`src/rtl/reg_select_pkg.sv`:
```
// Shared constants and helpers for the register select / scoreboard block.
package reg_select_pkg;

  localparam int unsigned DEF_NUM_REGS = 16;
  localparam int unsigned DEF_IR_W     = 32;
  localparam int unsigned DEF_RA_LSB   = 23;
  localparam int unsigned DEF_RB_LSB   = 19;
  localparam int unsigned DEF_RC_LSB   = 15;

  // Number of register-field selects asserted in one cycle.
  function automatic logic [1:0] gr_count(input logic gra, input logic grb, input logic grc);
    return 2'(gra) + 2'(grb) + 2'(grc);
  endfunction

endpackage

```
`src/rtl/reg_select_scoreboard_onehot_decoder.sv`:
```
// Combinational register index to one-hot enable decoder.
module onehot_decoder #(
  parameter int unsigned IDX_W = 4
) (
  input  logic [IDX_W-1:0]      idx,
  output logic [(1<<IDX_W)-1:0] onehot_c
);

  localparam int unsigned N = 1 << IDX_W;

  always_comb begin
    onehot_c = '0;
    for (int unsigned i = 0; i < N; i++) begin
      if (idx == IDX_W'(i)) onehot_c[i] = 1'b1;
    end
  end

endmodule

```
`src/rtl/reg_select_scoreboard.sv`:
```
// Register field select, one-hot in/out enables and pending-write scoreboard.
// Optional macro SEL_R0_BASE_ZERO_EN: BAout on R0 reads constant zero via base_zero.
module reg_select_scoreboard
  import reg_select_pkg::*;
#(
  parameter int unsigned NUM_REGS = DEF_NUM_REGS,
  parameter int unsigned IDX_W    = $clog2(NUM_REGS),
  parameter int unsigned IR_W     = DEF_IR_W,
  parameter int unsigned RA_LSB   = DEF_RA_LSB,
  parameter int unsigned RB_LSB   = DEF_RB_LSB,
  parameter int unsigned RC_LSB   = DEF_RC_LSB
) (
  input  logic                clock,
  input  logic                clear,
  input  logic                ir_load,
  input  logic [IR_W-1:0]     ir_in,
  input  logic                Gra,
  input  logic                Grb,
  input  logic                Grc,
  input  logic                Rin,
  input  logic                Rout,
  input  logic                BAout,
  input  logic                pend_set,
  input  logic                pend_clr,
  input  logic [IDX_W-1:0]    pend_clr_idx,
  output logic [NUM_REGS-1:0] register_ins,
  output logic [NUM_REGS-1:0] register_outs,
  output logic [IDX_W-1:0]    sel_idx,
  output logic                hazard,
`ifdef SEL_R0_BASE_ZERO_EN
  output logic                base_zero,
`endif
  output logic                sel_conflict
);

  logic [IR_W-1:0]     ir_q;
  logic [NUM_REGS-1:0] pend;
  logic [NUM_REGS-1:0] pend_nxt;
  logic [IDX_W-1:0]    idx;
  logic                sel_valid;
  logic [NUM_REGS-1:0] sel_onehot;
  logic [NUM_REGS-1:0] ins_nxt;
  logic [NUM_REGS-1:0] outs_nxt;
  logic                read_req;
  logic                hazard_nxt;
  logic                ir_unused;
`ifdef SEL_R0_BASE_ZERO_EN
  logic                base_zero_nxt;
`endif

  // Only the register fields of the latched IR are consumed here.
  assign ir_unused = ^ir_q;

  // Fixed-priority field select: Ra over Rb over Rc.
  always_comb begin
    idx       = '0;
    sel_valid = 1'b0;
    if (Gra) begin
      idx       = ir_q[RA_LSB +: IDX_W];
      sel_valid = 1'b1;
    end else if (Grb) begin
      idx       = ir_q[RB_LSB +: IDX_W];
      sel_valid = 1'b1;
    end else if (Grc) begin
      idx       = ir_q[RC_LSB +: IDX_W];
      sel_valid = 1'b1;
    end
  end

  onehot_decoder #(.IDX_W(IDX_W)) u_dec (
    .idx      (idx),
    .onehot_c (sel_onehot)
  );

  always_comb begin
    read_req   = (Rout | BAout) & sel_valid;
    ins_nxt    = (Rin & sel_valid) ? sel_onehot : '0;
    outs_nxt   = read_req ? sel_onehot : '0;
    hazard_nxt = read_req & pend[idx];
`ifdef SEL_R0_BASE_ZERO_EN
    base_zero_nxt = BAout & sel_valid & (idx == '0);
    if (base_zero_nxt) outs_nxt[0] = 1'b0;
`endif
  end

  // Clear is applied before set so a same-index set wins.
  always_comb begin
    pend_nxt = pend;
    if (pend_clr) pend_nxt[pend_clr_idx] = 1'b0;
    if (pend_set && sel_valid) pend_nxt[idx] = 1'b1;
  end

  always_ff @(posedge clock) begin
    if (clear) begin
      ir_q          <= '0;
      pend          <= '0;
      register_ins  <= '0;
      register_outs <= '0;
      sel_idx       <= '0;
      hazard        <= 1'b0;
      sel_conflict  <= 1'b0;
`ifdef SEL_R0_BASE_ZERO_EN
      base_zero     <= 1'b0;
`endif
    end else begin
      if (ir_load) ir_q <= ir_in;
      pend          <= pend_nxt;
      register_ins  <= ins_nxt;
      register_outs <= outs_nxt;
      sel_idx       <= idx;
      hazard        <= hazard_nxt;
      if (gr_count(Gra, Grb, Grc) >= 2'd2) sel_conflict <= 1'b1;
`ifdef SEL_R0_BASE_ZERO_EN
      base_zero     <= base_zero_nxt;
`endif
    end
  end

endmodule
```
`config.mk`:
```
export PLATFORM = sky130hd
export DESIGN_NAME = reg_select_scoreboard
export DESIGN_NICKNAME = d
export VERILOG_FILES = /design/src/rtl/reg_select_pkg.sv /design/src/rtl/reg_select_scoreboard_onehot_decoder.sv /design/src/rtl/reg_select_scoreboard.sv
export SDC_FILE = /design/constraint.sdc
export NUM_CORES = 1
export LEC_CHECK = 0
export CAP_MARGIN = 10
export CORE_MARGIN = 2
export CORE_UTILIZATION = 39
export DETAILED_ROUTE_END_ITERATION = 8
export HOLD_SLACK_MARGIN = 0.02
export PLACE_DENSITY = 0.69
export SLEW_MARGIN = 20
export SYNTH_ARGS = -nofsm -noshare
export SYNTH_HDL_FRONTEND = slang
export SYNTH_SLANG_ARGS = --single-unit
export TNS_END_PERCENT = 50
```
`constraint.sdc`:
```
create_clock -name clock -period 2.9 [get_ports clock]
set_clock_uncertainty 0.2 [all_clocks]
set_input_delay 0.87 -clock clock [delete_from_list [all_inputs] [get_ports clock]]
set_output_delay 0.87 -clock clock [all_outputs]
set_load 0.05 [all_outputs]
```
==> metrics.md, run 1 <==
| Metric | Value |
|---|---|
| Worst Tran Pin Value | 0.505 ns |
| # hold bufs at CTS | 0 |
| Synth cell types | 35 |
| Finished Cell Area | 0.00354 mm^2 |
| FFs w/ async S/R, synth | 0 |
| Clock latency on the worst-skew pair | 0.35 ns |
| Routed wire length | 6.17 mm |
| Startpoint types | primary input |
| Final setup viols | 0 |
| CTS tree | yes |
| Clk sink count | 66 |
| HP Class | register to register |
| Max-slew violation count | 0 |
| Die W | about 84 um |
| Initial DRC count | 98 |
| Hold Crit Start | pend[2]$_SDFF_PP0_ |
| Critical Path Start | Grb |
| Hpwl dp | 4.56 mm |
| Max layer used | met4 |
| ANT nets after route | 0 |
| Clk slew on worst S/H paths | ~0.070 ns |
| CTS Buffer Depth | 2 |
| Routed wl met3 | 392 um |
| Largest net degree at the start of global routing | 19 |
| CTS Buf Count | 9 |
| Post-CTS setup buffers | 0 |
| Pwr Density | 566 mW/mm^2 |
| Mapped Cells | 268 |
| FP Rows | 29 |
| Leak | 1.33 nW |
| Peak VDD IR | 0.309 mV |
| Status | complete, no violations |
| Initial antenna violation count | 0 |
| Total grt overflow | 0 |
| Final hold vios | 0 |
| Vias | 2229 |
| Sequential share of the synthesized area | 0.534 |
| Most used flip-flop cell after synthesis | dfxtp_1 |
| Unrepaired setup endpoints after global routing | false |
| Commonest non-fill, non-tap cell in the layout | dfxtp_1 |
| Die ar. | 0.00700 mm^2 |
| Io pins | 85 |
| Warnings from Yosys | 0 |
| Met1 WL | 2.89 mm |
| Total GRT Usage | 0.188 |
| Root buf cell | clkbuf_8 |
| Vias in the first global route | 2145 |
| Period Utilization, post-route | 0.919 |
| PortBufs | 64 |
| Global-route wire length before repair | between 10 and 15 mm |
| Seq cells post-synth | 66 |
| Post-synth EDFFs | 0 |
| Die height | 83.6 um |
| Critical path endpoint category | register |
| FMAX | 375 MHz |
| Final core utilization | 0.568 |
| Drt first pass iters | 4 |
| Rel. slew slack | 0.663 |
| Area growth, synth to finish | 43.2% |
| Most frequent cells in the layout | 66 x dfxtp_1, 64 x clkdlybuf4s50_1, 34 x nor3_1 |
| R2r startpoint | ir_q[15]$_SDFFE_PP0P_ |
| H-Tree Depth | 3 |
| Layout cells sized above 1 | 0.133 |
| Post-Syn Nets | around 320 |
| WP data required | 2.92 ns |
| Initial Util | 0.396 |
| Nets | 403 |
| Worst Path Arrival | 2.69 ns |
| Final Power | 2.00 mW |
| ANT cells | 0 |
| Synthesized area | 0.00247 mm^2 |
| # DRC | 0 |
| Routed WL per cell | 14.1 um |
| Gpl congestion | 0.811 |
| Period minus WS final | 2.66 ns |
| Routed vias/inst | 5.10 |
| DR WL met2 | 2.77 mm |
| Post-CTS Resized | 0 |
| Crit Path Max Fanout | 5 |
| Setup CP Type | primary input to register |
| Core area | 0.00624 mm^2 |
| Max-Cap Viols | 0 |
| Mapped Avg Cell Area | 9.23 um^2 |
| Dpl cell area | 0.00335 mm^2 |
-- cell type report --
type,count,area (um^2)
repair buffers,89,841
fillers,565,2700
multi-input cells,183,1070
flip-flops and latches,66,1320
clock inverters,7,70.1
inverters,6,22.5
well taps,77,96.3
clock buffers,9,124
-- stage by stage --
step | hold slack [ns] | cells | setup TNS, ns | worst slack (ns)
after floorplan | 0.249 | 268 | 0 | 0.325
after global placement | 0.261 | 421 | -0.292 | -0.0847
after detailed placement | 0.268 | 421 | -0.366 | -0.0980
after CTS | 0.277 | 437 | 0 | 0.264
after global routing | 0.301 | 437 | 0 | 0.173
final | 0.278 | 437 | 0 | 0.236
-- worst max-delay path, cell delays in order --
cell             delay, ns
clkdlybuf4s50_1       0.53
and3b_1               0.25
o21ai_4               0.22
mux4_1                0.60
nor2_1                0.15
nor4_2                0.06
-- report_power, final --
part / internal, mW / switching (mW) / leakage (nW) / total, mW
combinational: 0.128 / 0.182 / 0.697 / 0.310
sequential: 0.935 / 0.0120 / 0.537 / 0.947
clock: 0.394 / 0.354 / 0.0990 / 0.748
total: 1.46 / 0.548 / 1.33 / 2.00
-- metal layers --
| layer | track usage | vias up |
|---|---|---|
| met1 | 0.243 | 1012 |
| met5 | 0 | - |
| li1 | - | 1131 |
| met3 | 0.0692 | 11 |
| met4 | 0.0865 | 0 |
| met2 | 0.279 | 75 |
-- worst paths after layout --
| check | end | slack, ns | depth (start not counted) |
|---|---|---|---|
| worst max-delay path | hazard$_SDFF_PP0_ | 0.24 | 6 |
| worst min-delay path | pend[2]$_SDFF_PP0_ | 0.28 | 2 |
| worst max register to register | hazard$_SDFF_PP0_ | 1.00 | 5 |
| worst min register to register | pend[2]$_SDFF_PP0_ | 0.28 | 2 |
-- state kept, by name, indices dropped and copies added, names as in the netlist --
signal / cells
pend: 16
register_outs: 16
sel_idx: 4
sel_conflict: 1
ir_q: 12
register_ins: 16
hazard: 1
-- synth_stat cells (5+ instances only) --
master | instances | area share
o21ai_0 | 15 | 0.030
nor3_1 | 34 | 0.069
nand3_1 | 17 | 0.034
a21oi_1 | 18 | 0.036
nand2b_1 | 5 | 0.013
o211ai_1 | 9 | 0.027
nand2_1 | 13 | 0.020
mux2i_1 | 12 | 0.049
inv_1 | 6 | 0.0091
nor2_1 | 30 | 0.046
clkbuf_1 | 7 | 0.011
dfxtp_1 | 66 | 0.53
-- kinds of logic after synthesis --
| logic type | share of synthesized area |
|---|---|
| compound gates | 0.143 |
| buf+inv | 0.0344 |
| flops | 0.534 |
| simple gates | 0.220 |
| mux | 0.0637 |
| fa+ha+maj | 0.00506 |
(Power assumes the default switching activity.)
==> run 2, diff against run 1 <==
SKIP_LAST_GASP = 1   (was unset)
==> results of run 2 <==
No change in the layout: final DEF, timing and power equal those of run 1.
